<file path="src/rtl/sr_pkg.sv">
// ---------------------------------------------------------------------------
// sr_pkg : shared FSM encodings and counter sizing for sr_deserializer
// Rev 1.0
// ---------------------------------------------------------------------------
`default_nettype none

package sr_pkg;

    typedef enum logic [1:0] {
        ST_IDLE = 2'd0,
        ST_DATA = 2'd1,
        ST_PAR  = 2'd2
    } state_t;

    localparam int WIDTH_DEFAULT = 4;
    localparam int CNT_W         = $clog2(WIDTH_DEFAULT);

    function automatic int cnt_width(input int width);
        return $clog2(width);
    endfunction

endpackage

`default_nettype wire

</file>
<file path="src/rtl/sr_capture_reg.sv">
// ---------------------------------------------------------------------------
// sr_capture_reg : shift-in capture register; data_next_o is the value the
// register takes on the next enabled edge. Rev 1.0
// ---------------------------------------------------------------------------
`default_nettype none

module sr_capture_reg #(
    parameter int WIDTH     = 4,
    parameter bit LSB_FIRST = 1'b1
) (
    input  logic             clk,
    input  logic             reset,
    input  logic             shift_i,
    input  logic             bit_i,
    output logic [WIDTH-1:0] data_o,
    output logic [WIDTH-1:0] data_next_o
);

    logic [WIDTH-1:0] data_q;

    // LSB-first shifts toward bit 0 so the first bit ends in bit 0
    if (LSB_FIRST) begin : g_lsb_first
        assign data_next_o = {bit_i, data_q[WIDTH-1:1]};
    end else begin : g_msb_first
        assign data_next_o = {data_q[WIDTH-2:0], bit_i};
    end

    always_ff @(posedge clk or negedge reset) begin
        if (!reset) begin
            data_q <= '0;
        end else if (shift_i) begin
            data_q <= data_next_o;
        end
    end

    assign data_o = data_q;

endmodule

`default_nettype wire

</file>
<file path="src/rtl/sr_deserializer.sv">
// ---------------------------------------------------------------------------
// sr_deserializer : start-bit framed serial-to-parallel converter with a
// one-entry valid/ready holding buffer and sticky overrun flag.
// Optional macro SR_DESER_PARITY_EN adds an even-parity bit per frame.
// Rev 1.0
// ---------------------------------------------------------------------------
`default_nettype none

module sr_deserializer
    import sr_pkg::*;
#(
    parameter int WIDTH     = 4,
    parameter bit LSB_FIRST = 1'b1
) (
    input  logic             clk,
    input  logic             reset,
    input  logic             s_in,
    input  logic             p_ready,
    input  logic             clr_overrun,
    output logic [WIDTH-1:0] p_out,
    output logic             p_valid,
    output logic             busy,
    output logic             overrun,
    output logic             parity_err
);

    localparam int            CW       = cnt_width(WIDTH);
    localparam logic [CW-1:0] CNT_LAST = CW'(WIDTH - 1);

    state_t           state_q;
    logic [CW-1:0]    cnt_q;
    logic [WIDTH-1:0] p_out_q;
    logic             p_valid_q;
    logic             overrun_q;
    logic [WIDTH-1:0] cap_data;
    logic [WIDTH-1:0] cap_next;
    logic             commit_d;
    logic             drop_d;
    logic [WIDTH-1:0] word_d;

    sr_capture_reg #(
        .WIDTH     (WIDTH),
        .LSB_FIRST (LSB_FIRST)
    ) u_capture (
        .clk         (clk),
        .reset       (reset),
        .shift_i     (state_q == ST_DATA),
        .bit_i       (s_in),
        .data_o      (cap_data),
        .data_next_o (cap_next)
    );

`ifdef SR_DESER_PARITY_EN
    logic perr_d;
    logic perr_q;
`endif

    // Without parity the word commits on the edge sampling the last data bit,
    // so it is taken from the capture register's next value.
    always_comb begin
        commit_d = 1'b0;
        word_d   = cap_next;
`ifdef SR_DESER_PARITY_EN
        perr_d   = 1'b0;
`endif
        case (state_q)
            ST_DATA: begin
`ifndef SR_DESER_PARITY_EN
                commit_d = (cnt_q == CNT_LAST);
`endif
            end
            ST_PAR: begin
                commit_d = 1'b1;
                word_d   = cap_data;
`ifdef SR_DESER_PARITY_EN
                perr_d   = (^cap_data) ^ s_in;
`endif
            end
            default: ;
        endcase
    end

    assign drop_d = commit_d & p_valid_q & ~p_ready;

    always_ff @(posedge clk or negedge reset) begin
        if (!reset) begin
            state_q   <= ST_IDLE;
            cnt_q     <= '0;
            p_out_q   <= '0;
            p_valid_q <= 1'b0;
            overrun_q <= 1'b0;
`ifdef SR_DESER_PARITY_EN
            perr_q    <= 1'b0;
`endif
        end else begin
            case (state_q)
                ST_IDLE: begin
                    if (s_in) begin
                        state_q <= ST_DATA;
                        cnt_q   <= '0;
                    end
                end
                ST_DATA: begin
                    if (cnt_q == CNT_LAST) begin
                        cnt_q   <= '0;
`ifdef SR_DESER_PARITY_EN
                        state_q <= ST_PAR;
`else
                        state_q <= ST_IDLE;
`endif
                    end else begin
                        cnt_q <= cnt_q + 1'b1;
                    end
                end
                ST_PAR:  state_q <= ST_IDLE;
                default: state_q <= ST_IDLE;
            endcase

            if (commit_d && !drop_d) begin
                p_out_q   <= word_d;
                p_valid_q <= 1'b1;
`ifdef SR_DESER_PARITY_EN
                perr_q    <= perr_d;
`endif
            end else if (p_valid_q && p_ready) begin
                p_valid_q <= 1'b0;
            end

            // A drop on the same edge as a clear keeps the flag set
            overrun_q <= drop_d | (overrun_q & ~clr_overrun);
        end
    end

    assign p_out   = p_out_q;
    assign p_valid = p_valid_q;
    assign busy    = (state_q != ST_IDLE);
    assign overrun = overrun_q;
`ifdef SR_DESER_PARITY_EN
    assign parity_err = perr_q;
`else
    assign parity_err = 1'b0;
`endif

endmodule

`default_nettype wire

</file>
<file path="config.mk">
export PLATFORM = sky130hd
export DESIGN_NAME = sr_deserializer
export DESIGN_NICKNAME = d
export VERILOG_FILES = /design/src/rtl/sr_pkg.sv /design/src/rtl/sr_capture_reg.sv /design/src/rtl/sr_deserializer.sv
export SDC_FILE = /design/constraint.sdc
export NUM_CORES = 1
export LEC_CHECK = 0
export ABC_AREA = 0
export BUFFER_PORTS_ARGS = -buffer_cell sky130_fd_sc_hd__buf_2
export CORE_AREA = 2 2 39 41
export CTS_CLUSTER_DIAMETER = 80
export DETAILED_ROUTE_END_ITERATION = 10
export DIE_AREA = 0 0 41 43
export HOLD_SLACK_MARGIN = 0.1
export PLACE_DENSITY = 0.6
export SYNTH_ARGS = -nofsm -noshare
export SYNTH_HDL_FRONTEND = slang
export SYNTH_SLANG_ARGS = --single-unit
export TNS_END_PERCENT = 10
</file>
<file path="constraint.sdc">
create_clock -name clk -period 2.7 [get_ports clk]
set_input_delay 0.135 -clock clk [delete_from_list [all_inputs] [get_ports clk]]
set_output_delay 0.135 -clock clk [all_outputs]
set_load 0.01 [all_outputs]
</file>
Word level (Yosys, flattened, before mapping) --
Cells that the tools add are included.
Storage, ports and cells: output and inout port bits 8, logic and storage cells 37, register bits after elaboration 14, input port bits 5
Cells by class: $add $sub $neg 1, equal/unequal tests 5, bitwise operators 6, reductions and logical operators 9, multiplexer cells 10
Operator list (count):
- 2-bit two-way mux | 4
- 2-bit case mux with 2 select lines | 2
- 2-bit nonzero test | 3
- 2-bit == test, second input constant | 2
- 4-bit two-way mux | 1
- 2-bit inequality test, second input constant | 2
- 2-bit AND reduction | 2
- 1-bit AND | 3
- 2-bit by 1-bit adder with 2-bit output, second input constant | 1
- 2-bit by 1-bit == test with 1-bit output, second input constant | 1
- 1-bit logical AND | 2
- 2-bit logical NOT | 1
- 1-bit two-way mux | 2
- 1-bit NOT | 2
- 1-bit case mux with 2 select lines | 1
- 1-bit logical NOT | 1
- 1-bit bitwise OR | 1

Depth between registers and ports, before layout --
depth in word-level cells 7, depth in mapped cells 4, gate-level depth less buffers 4

Cells and area by module --
Synthesis repeated with hierarchy kept, for this count alone.
Second synthesis, totals: cells, all modules 41, area, all modules 554.3 sq um
By module, submodules not included:
- sr_deserializer | instances 1, sequential area each 225.2 sq um, area each 379.1 sq um, cells each 29
- sr_capture_reg | instances 1, sequential area each 100.1 sq um, area each 175.2 sq um, cells each 12

Worst setup path after synthesis --
Ideal clock, no wire load.
path type reg2reg, from register cnt_q[0], to register p_out_q[3] (netlist: p_out[3]), setup time 0.125 ns, period minus slack after synthesis 1.219 ns, data arrival time 1.094 ns, path slack 1.481 ns, stages on the path, launching flop included 5, data required time 2.575 ns, path buffers 0, cell sequence dfrtp_1 > ha_1 > nand2_4 > nor2b_4 > mux2_2
On the way: word-level cells in the longest chain between the ends 6
Ends and longest elaborated chain:
- start: declaration | RTL line sr_deserializer.sv:31 | logic [CW-1:0] cnt_q;
- start signal: assignment | RTL line sr_deserializer.sv:112 | cnt_q <= cnt_q + 1'b1;
- 2-bit == test (*) | RTL line sr_deserializer.sv:69 | commit_d = (cnt_q == CNT_LAST);
- 1-bit case mux with 2 select lines (*) | RTL line sr_deserializer.sv:66 | case (state_q)
- 1-bit AND (2 in a row) | RTL line sr_deserializer.sv:83 | assign drop_d = commit_d & p_valid_q & ~p_ready;
- 1-bit logical NOT | RTL line sr_deserializer.sv:119 | if (commit_d && !drop_d) begin
- 1-bit logical AND (*) | RTL line sr_deserializer.sv:119
- end signal: assignment | RTL line sr_deserializer.sv:120 | p_out_q <= word_d;
- end: declaration | RTL line sr_deserializer.sv:32 | logic [WIDTH-1:0] p_out_q;
Every way passes the cells marked *; elsewhere a longest branch is shown, timed or not. A chain may end at the register's enable or synchronous reset.

Worst setup path in the final report --
from register cnt_q[0], to register p_out_q[0] (netlist: p_out[0])
Same word-level chain as after synthesis.

==> summary.md <==
| Metric | Value |
|---|---|
| Slowest-stage cell, CP | dfrtp_1 |
| IO Port Bufs | 11 |
| Starting Density | 35.3% |
| Peak supply drop | 0.423 mV |
| Share of cells above drive strength 1 | 48.0% |
| FF-to-FF Start | cnt_q[0] |
| YS warnings | 0 |
| Clk buf depth | 2 |
| CTS clock-pin slew for the worst setup and hold paths | 0.08 ns |
| Mean Syn Cell Area | 13.9 µm² |
| Clock sinks | 12 |
| Num CTS Buffers | 3 |
| Vias in the first global route | 290 |
| Fmax achieved | 728 MHz |
| Hold Vio Cnt, Final | 0 |
| Critical path class | reg -> reg |
| Sw frac | 31.4% |
| Critical path arrival | 1.53 ns |
| Internal power | 0.476 mW |
| Slew Viols, Final | 0 |
| Worst setup margin | 1.33 ns |
| Post-synth EDFFs | 0 |
| Tmin final | 1.37 ns |
| Filler Cells Inserted | 134 |
| Hold Crit Class | in -> reg |
| Critical path fanouts, max | 4 |
| Synth top area share | 61.5% |
| Placed instance count | 60 |
| Post-DP HPWL | 587 µm |
| Initial antenna violation count | 0 |
| Vias per cell | 4.53 |
| RSZ-0062 raised after global routing | false |
| CTS tree | built |
| Routed vias | 299 |
| Worst r2r dst | p_out[0] |
| Seq cells post-synth | 12 |
| Fin cells | 66 |
| Postcts setup bufs | 0 |
| FP Rows | 14 |
| Post-synthesis sequential area ratio | 61.5% |
| Unique cell type count in the Yosys netlist | 15 |
| Drt drc | 0 |
| R2R depth | 4 |
| Detailed Routing Iterations Pass 1 | 2 |
| Clk pwr share | 20.9% |
| P_sw | 0.218 mW |
| Main synth FF type | dfrtp_1 |
| Commonest cells post-synth | dfrtp_1 (12), mux2_2 (7), buf_4 (2), nand2_1 (2), nand2b_1 (2) |
| Area Growth Syn to Fin | 23.8% |
| Total gr overflow | 0 |
| Final WL | 790 µm |
| Status | finished, final reports clean |
| FF-to-FF setup slack | 1.33 ns |
| Post-Syn Area | 488 µm² |
| Tcrit/Tclk final | 50.8% |
| GR Util All Layers | 11.3% |
| Die X | 41 µm |
| Max-Cap Viols | 0 |
| Die ar. | 1760 µm² |
| Die span in y | 43 µm |
| Largest net degree at the start of global routing | 13 |
| Top-count cell post-synth | dfrtp_1 |
| LEAKAGE | 0.294 nW |
| Crit path capture | p_out[0] |
| CP peak stage delay | 0.38 ns |
| Setup_tns | 0 ns |
| Top cells by area, synth | dfrtp_1 (62%), mux2_2 (16%), buf_4 (3.1%) |
| Worst Path Required | 2.86 ns |
| Remaining antenna violation count after routing | 0 |
| Worst skew pair latency | 0.27 ns |
| Part of the power in registers | 45.5% |
| Comb power frac | 33.6% |
| First-pass GRT wire length | 1260 µm |
| Setup crit end kind | flip-flop |
| Final GP Congestion | 0.660 |
| Clock Skew | 0.00154 ns |
| Core area | 1380 µm² |
| Hold Crit Start | s_in |
| Crit path launch type | flip-flop |
| Num ports | 13 |
| Diodes inserted | 0 |
| Largest area contributor in the netlist | dfrtp_1 |
| Worst Setup SP | cnt_q[0] |
| Post-synth ARST share | 100% |
| Wire per inst | 12.0 µm |
| Clock root buffer | clkbuf_4 |
| Final setup vio count | 0 |
| Place WS | 1.34 ns |
| Syn_nets | 41 |
| Min-Delay Path Depth | 2 |
| Post-Synthesis Cells | 35 |
| Pwr dens | 1150 nW/µm² |
| H-tree levels | 1 |
| 1st-iter DRT viols | 1 |
| Nets | 57 |
| Crit-path cells | ha_1 > nand2_4 > nor2b_4 > mux2_2 |
[routing by layer]
layer  share of wire, %  track usage, %
met1                 45            13.3
met2                 49            16.9
met3                4.1            3.14
met4                1.3            8.00
met5                  0               0
[cell type report]
| cell class | count | area [µm²] | share of cell area, % |
|---|---|---|---|
| multi-input cells | 20 | 169 | 28.0 |
| flip-flops and latches | 12 | 300 | 49.7 |
| repair buffers | 13 | 75.1 | 12.4 |
| well taps | 16 | 20.0 | 3.31 |
| inverters | 1 | 3.75 | 0.621 |
| clock buffers | 4 | 36.3 | 6.00 |
[how the worst min path moves through the flow]
stage / end / slack (ns)
after CTS: p_out[3] / 0.13
after floorplan: cnt_q[0] / -0.16
after global placement: state_q[0] / 0.03
after global routing: u_capture.data_o[3] / 0.14
final: p_out[3] / 0.13
after detailed placement: p_out[3] / 0.03
[per-stage QoR]
step,hold slack (ns),area (µm²),utilization (%),power [mW]
2_1_floorplan,-0.161,488,-,0.485
4_1_cts,0.128,604,43.7,0.703
6_report,0.127,604,43.7,0.694
3_3_place_gp,0.0282,548,39.6,0.548
5_1_grt,0.144,604,43.7,0.746
3_5_place_dp,0.0267,548,39.6,0.559
[sequential cells by signal, summed over array words and instances (netlist names)]
name / cells
p_out: 4
u_capture.data_o: 3
cnt_q: 2
overrun: 1
p_valid: 1
state_q: 1
[layout by cell type, fill, tap and decap left out]
master and count:
buf_2 11, dlygate4sd3_1 2, a21oi_1 1, ha_1 1, a22o_1 1, o21ai_0 1, clkbuf_4 3, mux2_2 7
o22ai_1 1, inv_1 1, nand2_4 1, nand2b_1 2, nor2_1 1, nand2_1 2, conb_1 1, dfrtp_1 12
clkbuf_8 1, nor2b_4 1
[what timing repair did]
| item | CTS | global route |
|---|---|---|
| hold buffers | 2 | 0 |
| resized for setup | 0 | 0 |
| endpoints found under the hold margin | 13 | 0 |
[critical path: cells and delay by family, from the launching register on]
family / cells / cell delay (ns)
flops: 1 / 0.38
mux: 1 / 0.35
simple gates: 2 / 0.28
fa+ha+maj: 1 / 0.26
[kinds of logic (layout without fill, tap and decap cells)]
kind of cell / Yosys count / in the layout / synth area share (%)
DFF: 12 / 12 / 61.5
adders and majority gates: 1 / 1 / 2.56
muxes: 7 / 7 / 16.2
AOI/OAI and AO/OA: 4 / 4 / 5.13
buffers and inverters: 3 / 18 / 3.84
and+or+nand+nor: 7 / 7 / 10.0
other: 1 / 1 / 0.768
[power groups by stage]
stage / Sequential (mW) / Clock [mW] / Combinational, mW
finish: 0.316 / 0.145 / 0.233
global route: 0.332 / 0.154 / 0.261
CTS: 0.318 / 0.146 / 0.239
detailed placement: 0.321 / 0 / 0.237
floorplan: 0.322 / 0 / 0.163
global placement: 0.318 / 0 / 0.230
No activity file was read; power rests on OpenSTA's default activity.
